## src/rtl/traffic_ctrl.sv

```systemverilog
// traffic_ctrl: two-approach intersection controller with tick prescaler, request-driven early green end and all-red clearance.
// Optional TRAFFIC_FLASH_EN adds flash_i for a flashing-yellow mode.
module traffic_ctrl #(
  parameter int CLK_DIV     = 50000000,
  parameter int CNT_W       = 8,
  parameter int T_GREEN     = 10,
  parameter int T_MIN_GREEN = 4,
  parameter int T_YELLOW    = 3,
  parameter int T_ALLRED    = 1
) (
  input  logic       clk_i,
  input  logic       rst_i,
  input  logic       en_i,
  input  logic       req1_i,
  input  logic       req2_i,
`ifdef TRAFFIC_FLASH_EN
  input  logic       flash_i,
`endif
  output logic       red1_o,
  output logic       yellow1_o,
  output logic       green1_o,
  output logic       red2_o,
  output logic       yellow2_o,
  output logic       green2_o,
  output logic [2:0] phase_o,
  output logic       tick_o
);
  localparam int PW = $clog2(CLK_DIV);
  typedef enum logic [2:0] {G1 = 3'd0, Y1 = 3'd1, R1 = 3'd2, G2 = 3'd3, Y2 = 3'd4, R2 = 3'd5} phase_t;
  phase_t state, nxt, cur;
  logic [PW-1:0] pre;
  logic [CNT_W-1:0] timer, timer_nxt;
  logic pend1, pend2, done, lg, early, flash, rel, blink;
`ifdef TRAFFIC_FLASH_EN
  logic flash_q;
  assign flash = flash_i;
  assign rel = flash_q && !flash_i;
  always_ff @(posedge clk_i) begin
    if (rst_i) begin
      flash_q <= 1'b0;
      blink <= 1'b1;
    end else begin
      flash_q <= flash_i;
      blink <= !flash_i ? 1'b1 : tick_o ? ~blink : blink;
    end
  end
`else
  assign flash = 1'b0;
  assign rel = 1'b0;
  assign blink = 1'b0;
`endif
  assign tick_o = en_i && pre == PW'(CLK_DIV - 1);
  // On flash release the intersection shows all-red straight away.
  assign cur = rel ? R2 : state;
  always_comb begin
    lg = timer == CNT_W'(T_GREEN - 1);
    early = timer >= CNT_W'(T_MIN_GREEN - 1);
    done = tick_o && (state == G1 ? lg || (pend2 && early) :
                      state == G2 ? lg || (pend1 && early) :
                      (state == Y1 || state == Y2) ? timer == CNT_W'(T_YELLOW - 1) :
                      timer == CNT_W'(T_ALLRED - 1));
    nxt = flash ? state : rel ? R2 : state > R2 ? R2 : !done ? state :
          state == R2 ? G1 : phase_t'(state + 3'd1);
    timer_nxt = flash ? timer : (rel || nxt != state) ? '0 : tick_o ? timer + 1'b1 : timer;
  end
  always_ff @(posedge clk_i) begin
    if (rst_i) begin
      pre <= '0;
      timer <= '0;
      pend1 <= 1'b0;
      pend2 <= 1'b0;
      state <= G1;
    end else begin
      pre <= !en_i ? pre : tick_o ? '0 : pre + 1'b1;
      timer <= timer_nxt;
      state <= nxt;
      pend1 <= nxt == G1 ? 1'b0 : pend1 | (req1_i && state != G1);
      pend2 <= nxt == G2 ? 1'b0 : pend2 | (req2_i && state != G2);
    end
  end
  always_comb begin
    green1_o = !flash && cur == G1;
    yellow1_o = flash ? blink : cur == Y1;
    red1_o = !flash && cur != G1 && cur != Y1;
    green2_o = !flash && cur == G2;
    yellow2_o = flash ? blink : cur == Y2;
    red2_o = !flash && cur != G2 && cur != Y2;
    phase_o = flash ? 3'd7 : cur;
  end
endmodule
```

## config.mk

```make
export PLATFORM = sky130hd
export DESIGN_NAME = traffic_ctrl
export DESIGN_NICKNAME = d
export VERILOG_FILES = /design/src/rtl/traffic_ctrl.sv
export SDC_FILE = /design/constraint.sdc
export NUM_CORES = 1
export LEC_CHECK = 0
export ABC_CLOCK_PERIOD_IN_PS = 5750
export BUFFER_PORTS_ARGS = -buffer_cell sky130_fd_sc_hd__buf_4
export CELL_PAD_IN_SITES_DETAIL_PLACEMENT = 0
export CELL_PAD_IN_SITES_GLOBAL_PLACEMENT = 1
export CORE_MARGIN = 4
export CORE_UTILIZATION = 44
export CTS_CLUSTER_SIZE = 16
export DETAILED_ROUTE_END_ITERATION = 8
export GPL_TIMING_DRIVEN = 0
export PLACE_DENSITY = 0.76
export REMOVE_ABC_BUFFERS = 1
export SYNTH_ARGS = -nofsm -noshare
export SYNTH_HDL_FRONTEND = slang
export SYNTH_SLANG_ARGS = --single-unit
```

## constraint.sdc

```tcl
create_clock -name clk_i -period 5.75 [get_ports clk_i]
set_input_delay 0.2875 -clock clk_i [delete_from_list [all_inputs] [get_ports clk_i]]
set_output_delay 0.2875 -clock clk_i [all_outputs]
set_load 0.01 [all_outputs]
```

# [Yosys cells after proc, flatten, opt, wreduce, memory -nomap -nowiden]
# Index checks and enable logic that the tools add are counted.
[totals] regBits=39 out_inout_bits=10
[classes] n_addsub=3 n_lt_le_gt_ge=2 eq_ne=12 mux=7 n_bitwise=2 reduce_logical=18
[op_table] cell="$add 26x1->26 const B" n=1
[op_table] cell="$eq 26x26->1 const B" n=1
[op_table] cell="$mux 26" n=1
[op_table] cell="$mux 3" n=3
[op_table] cell="$add 8x1->8 const B" n=1
[op_table] cell="$eq 8x2->1 const B" n=1
[op_table] cell="$eq 8x4->1 const B" n=1
[op_table] cell="$ge 8x2->1 const B" n=1
[op_table] cell="$logic_and 1x1->1" n=8
[op_table] cell="$logic_not 8->1" n=1
[op_table] cell="$eq 3x2->1 const B" n=2
[op_table] cell="$eq 3x3->1 const B" n=2
[op_table] cell="$logic_not 3->1" n=2
[op_table] cell="$reduce_or 2->1" n=3
[op_table] cell="$add 3x1->3 const B" n=1
[op_table] cell="$eq 3x1->1 const B" n=1
[op_table] cell="$gt 3x3->1 const B" n=1
[op_table] cell="$logic_or 1x1->1" n=3
[op_table] cell="$mux 1" n=3
[op_table] cell="$ne 3x1->1 const B" n=1
[op_table] cell="$ne 3x2->1 const B" n=1
[op_table] cell="$ne 3x3->1" n=1
[op_table] cell="$ne 3x3->1 const B" n=1
[op_table] cell="$reduce_bool 3->1" n=1
[op_table] cell="$or 1x1->1" n=2

# [Longest topological paths before layout]
[depth] depth_word=10 ltp_mapped=9 mapped_depth_nobuf=8

# [Worst setup path before layout]
# Ideal clock, no wire load.
[synth_path] kind="register -> register" from="reg state[0] (netlist: phase_o[0])" to="reg state[1] (netlist: phase_o[1])" setup_ns=0.059 t_arrival_ns=2.399 t_required_ns=5.691 path_slack_ns=3.292 path_stages_with_launch=10 path_buffers=1 period_less_slack_ns=2.458 cell_sequence="dfxtp_1 > clkbuf_1 > and2_1 > ha_1 > inv_1 > o31a_1 > a21oi_2 > a2111oi_4 > a2111oi_2 > a31o_1"
[synth_via] elab_cells_between_ends=15 classes_between="add/sub: 1; order compare: 1; eq/ne: 4; mux: 6; reduce/logical: 3"
[synth_rtl] item="start: declaration" line_no="30" text="phase_t state, nxt, cur;"
[synth_rtl] item="start signal: assignment" line_no="76" text="state <= nxt;"
[synth_rtl] item="$eq 3x2->1"
[synth_rtl] item="via green2_o" line_no="24" text="output logic green2_o,"
[synth_rtl] item="$mux 1" line_no="59" text="state == G2 ? lg || (pend1 && early) :"
[synth_rtl] item="$mux 1" line_no="58" text="done = tick_o && (state == G1 ? lg || (pend2 && early) :"
[synth_rtl] item="$logic_and 1x1->1" line_no="58"
[synth_rtl] item="$mux 3 (2 in a row)" line_no="62" text="nxt = flash ? state : rel ? R2 : state > R2 ? R2 : !done ? state :"
# The timed path passes the listed nets, and every way through them passes these cells.
# A chain may end at the register's enable or synchronous reset.

# [Worst setup path in the final report]
[layout_path] from="reg state[0] (netlist: phase_o[0])" to="reg state[1] (netlist: phase_o[1])"
[layout_via] elab_chain_len=8 elab_cells_between_ends=15 classes_between="add/sub: 1; order compare: 1; eq/ne: 4; mux: 6; reduce/logical: 3"
[layout_rtl] item="$eq 3x1->1 or $eq 3x3->1 (tied branches)" line_no="60" text="(state == Y1 || state == Y2) ? timer == CNT_W'(T_YELLOW - 1) :"
[layout_rtl] item="$logic_or 1x1->1" line_no="60"
[layout_rtl] item="$mux 1" line_no="60"
[layout_rtl] item="$mux 1" line_no="59"
[layout_rtl] item="$mux 1" line_no="58"
[layout_rtl] item="$logic_and 1x1->1" line_no="58"
[layout_rtl] item="$mux 3" line_no="62"
[layout_rtl] item="$mux 3 (*)" line_no="62"
# Every way passes the cells marked *; elsewhere a longest branch is shown, timed or not.

==> out/results.tsv <==
metric	value	unit
status	finished clean	
skew	0.004554	ns
tritoncts_clock_tree	yes	
setup_violations	0	
die_footprint	5852	sq um
chip_height	76.50	um
grt_setup_unrepaired	false	
final_net_count	258	
synth_top_cell_by_area	dfxtp_1	
worstPathRequired	5.98	ns
worstReg2RegEnd	phase_o[1]$_SDFF_PP0_	
netlist.area_leader.share	37.82	%
ys_types	46	
critical_path.startpoint	phase_o[0]$_SDFF_PP0_	
yosys_warnings	0	
grt_use_met3	4.137	%
post_cts.repair.setup_buffers	0	
final_core_util	51.60	%
io-pin-count	15	
report.final.slew_viol_count	0	
worstMarginPinSlew	0.8883	ns
timing.reg2reg.setup_slack	3.28	ns
clock_tree.htree_level_count	2	
clk_transition_reported_paths	0.07	ns
synth_area_per_cell	8.860	sq um
min_delay_path_depth	2	
die_width	76.50	um
initial_antenna_violation_count	0	
placement_rows	24	
cts_resized	0	
post-dp-hpwl	2625	um
yosys_register_bits	39	
post_synth_instance_area	2064	sq um
diodes	0	
max_clock_freq	0.4057	GHz
period_needed	2.465	ns
route.final.wire_length	3788	um
layout_worst_path_cycle_share	42.87	%
synth.yosys.seq_area_share	37.82	%
route.detailed.drc	0	
synth_top_cells_by_area	dfxtp_1 (38%), xor2_1 (8.9%), nor2_1 (8.0%), nand4_1 (4.2%), xnor2_1 (4.2%)	
dr_total_vias	1597	
route.antenna.remaining_nets	0	
detailedRoute.firstIterationViolations	89	
max-cap-violations	0	
ff2ff_path_depth	8	
critical_path_max_stage_delay	0.70	ns
initial_core_util	46.45	%
slowest_stage	dfxtp_1	
growth_of_design_area_from_synthesis_to_finish	11.09	%
io_buffers	14	
regToRegStartpoint	phase_o[0]$_SDFF_PP0_	
core_region_area	4444	sq um
syn_inst	233	
number_of_global_route_vias_before_repair	1503	
hold_path_end	phase_o[2]$_SDFF_PP0_	
power.static_leakage	0.8380	nW
setup.worst_path.class	reg2reg	
endpoint_kind	register	
timing.critical_path.arrival	2.70	ns
wl_per_cell	12.67	um
grt_most_used_layer	met2	
min-delay-path-class	in2reg	
track_usage	13.87	%
routed_via_density	5.341	
cts_buffers	5	
ctsLongestPathBuffers	2	
timing.slew.headroom	40.29	%
clock-sinks	39	
timing.critical_path.fanout_max	15	
power.density	206.0	nW/um^2
global_route.usage.met2	22.32	%
met1_layer_usage_reported_by_global_route	17.56	%
largest_net_degree_at_the_start_of_global_routing	24	
grt.overflow.total	0	
critical_path.cell_chain	and2_1 -> ha_1 -> inv_1 -> o31a_1 -> a21oi_2 -> a2111oi_4 -> a2111oi_2 -> a31o_1	
worstHoldStart	rst_i	
crit_path_start_kind	register	
share_of_layout_cells_above_drive_strength_1	14.98	%
grt_first_pass_wirelength	6762	um
clk_latency	0.29	ns
cts_hold_buffers	0	
hold_violations	0	
setup_total_negative_slack	0	ns
ir_drop	121.9	uV
gp_congestion	0.7107	
root_buffer	clkbuf_8	
drt_pass1_iterations	4	
[state kept, by name (all words and copies together) (netlist names)]
name / cells
pend1: 1
pend2: 1
phase_o: 3
pre: 26
timer: 8
[power breakdown]
| group | total [W] | internal (W) | switching, W |
|---|---|---|---|
| clock network | 0.000185 | 0.0000941 | 0.0000906 |
| registers | 0.000273 | 0.000272 | 0.00000157 |
| logic | 0.0000145 | 0.00000582 | 0.00000865 |
| total | 0.000472 | 0.000372 | 0.000101 |
[layout by cell type (no fill, tap or decap), types with 2 or more instances in the layout]
master / instances
a2111oi_4: 2
a21oi_1: 6
and3_1: 7
buf_4: 14
clkbuf_8: 6
dfxtp_1: 39
ha_1: 6
inv_1: 7
mux2i_1: 2
nand2_1: 15
nand3_1: 7
nand4_1: 14
nor2_1: 44
nor2b_1: 2
nor3_1: 7
nor4_1: 2
nor4b_2: 2
o21a_1: 2
o21ai_0: 2
or3_1: 3
or4_1: 2
or4_4: 2
xnor2_1: 10
xor2_1: 21
[critical path: cells and delay by family (launching register included)]
kind / cells / cell delay, ns
AO/OA/AOI/OAI: 5 / 1.17
flip-flops: 1 / 0.70
adder cells (fa/ha/maj): 1 / 0.26
AND/OR/NAND/NOR: 1 / 0.21
buffers and inverters: 1 / 0.09
[Yosys cell counts, drive strengths merged]
cell,n
nor2,45
a2111oi,3
xor2,21
a21o,1
a31oi,1
or4,4
clkbuf,5
ha,6
nor4,3
a31o,1
and4,1
o21a,2
buf,2
and4bb,1
mux2i,2
a21oi,7
nand3,7
nand2b,1
nand4,14
nor3b,1
and4b,1
o31a,1
a211o,1
or2,1
and2,1
a311oi,1
nor3,8
inv,7
and3,8
dfxtp,39
nor4b,2
nand2,15
a211oi,1
nor2b,2
or3,4
o21ai,3
xnor2,10
[metal layers]
| layer | vias up | share of wire, % |
|---|---|---|
| li1 | 837 | - |
| met1 | 736 | 49 |
| met2 | 19 | 46 |
| met3 | 5 | 3.7 |
| met4 | 0 | 1.5 |
| met5 | - | 0 |
[final cells by class]
| class | count | area, sq um |
|---|---|---|
| Fill cell | 436 | 2151 |
| Multi-Input combinational cell | 180 | 1229 |
| Sequential cell | 39 | 780.7 |
| Timing Repair Buffer | 14 | 105.1 |
| Clock buffer | 6 | 82.58 |
| Tap cell | 52 | 65.06 |
| Inverter | 7 | 26.28 |
| Clock inverter | 1 | 5.005 |
[per-stage QoR]
stage	total power (W)	area (sq um)	hold WS (ns)	setup slack, ns	cells
3_5_place_dp	0.0002942	2206	0.4851	3.310	292
4_1_cts	0.0004811	2293	0.2470	3.282	299
5_1_grt	0.0004961	2293	0.2607	3.101	299
6_report	0.0004724	2293	0.2541	3.285	299
2_1_floorplan	0.0002880	2036	0.3566	3.425	226
3_3_place_gp	0.0002942	2206	0.4783	3.315	292
[logic make-up (layout without fill, tap and decap cells)]
logic type	after synthesis	after routing	synth area share, %
AOI/OAI and AO/OA	22	22	10.24
xor gates and xnor gates	31	31	13.15
adders and majority gates	6	6	3.636
buffers and inverters	14	28	2.667
DFF	39	39	37.82
muxes	2	2	0.9697
and+or+nand+nor	119	119	31.51
[how the worst max path moves through the flow]
stage / endpoint / cells after the start
floorplan: phase_o[1]$_SDFF_PP0_ / 8
global placement: timer[7]$_SDFFE_PP0N_ / 8
CTS: pre[24]$_SDFFE_PP0P_ / 5
finish: phase_o[1]$_SDFF_PP0_ / 8
detailed placement: timer[7]$_SDFFE_PP0N_ / 8
global route: pend1$_SDFF_PP0_ / 8
(Power assumes the default switching activity.)
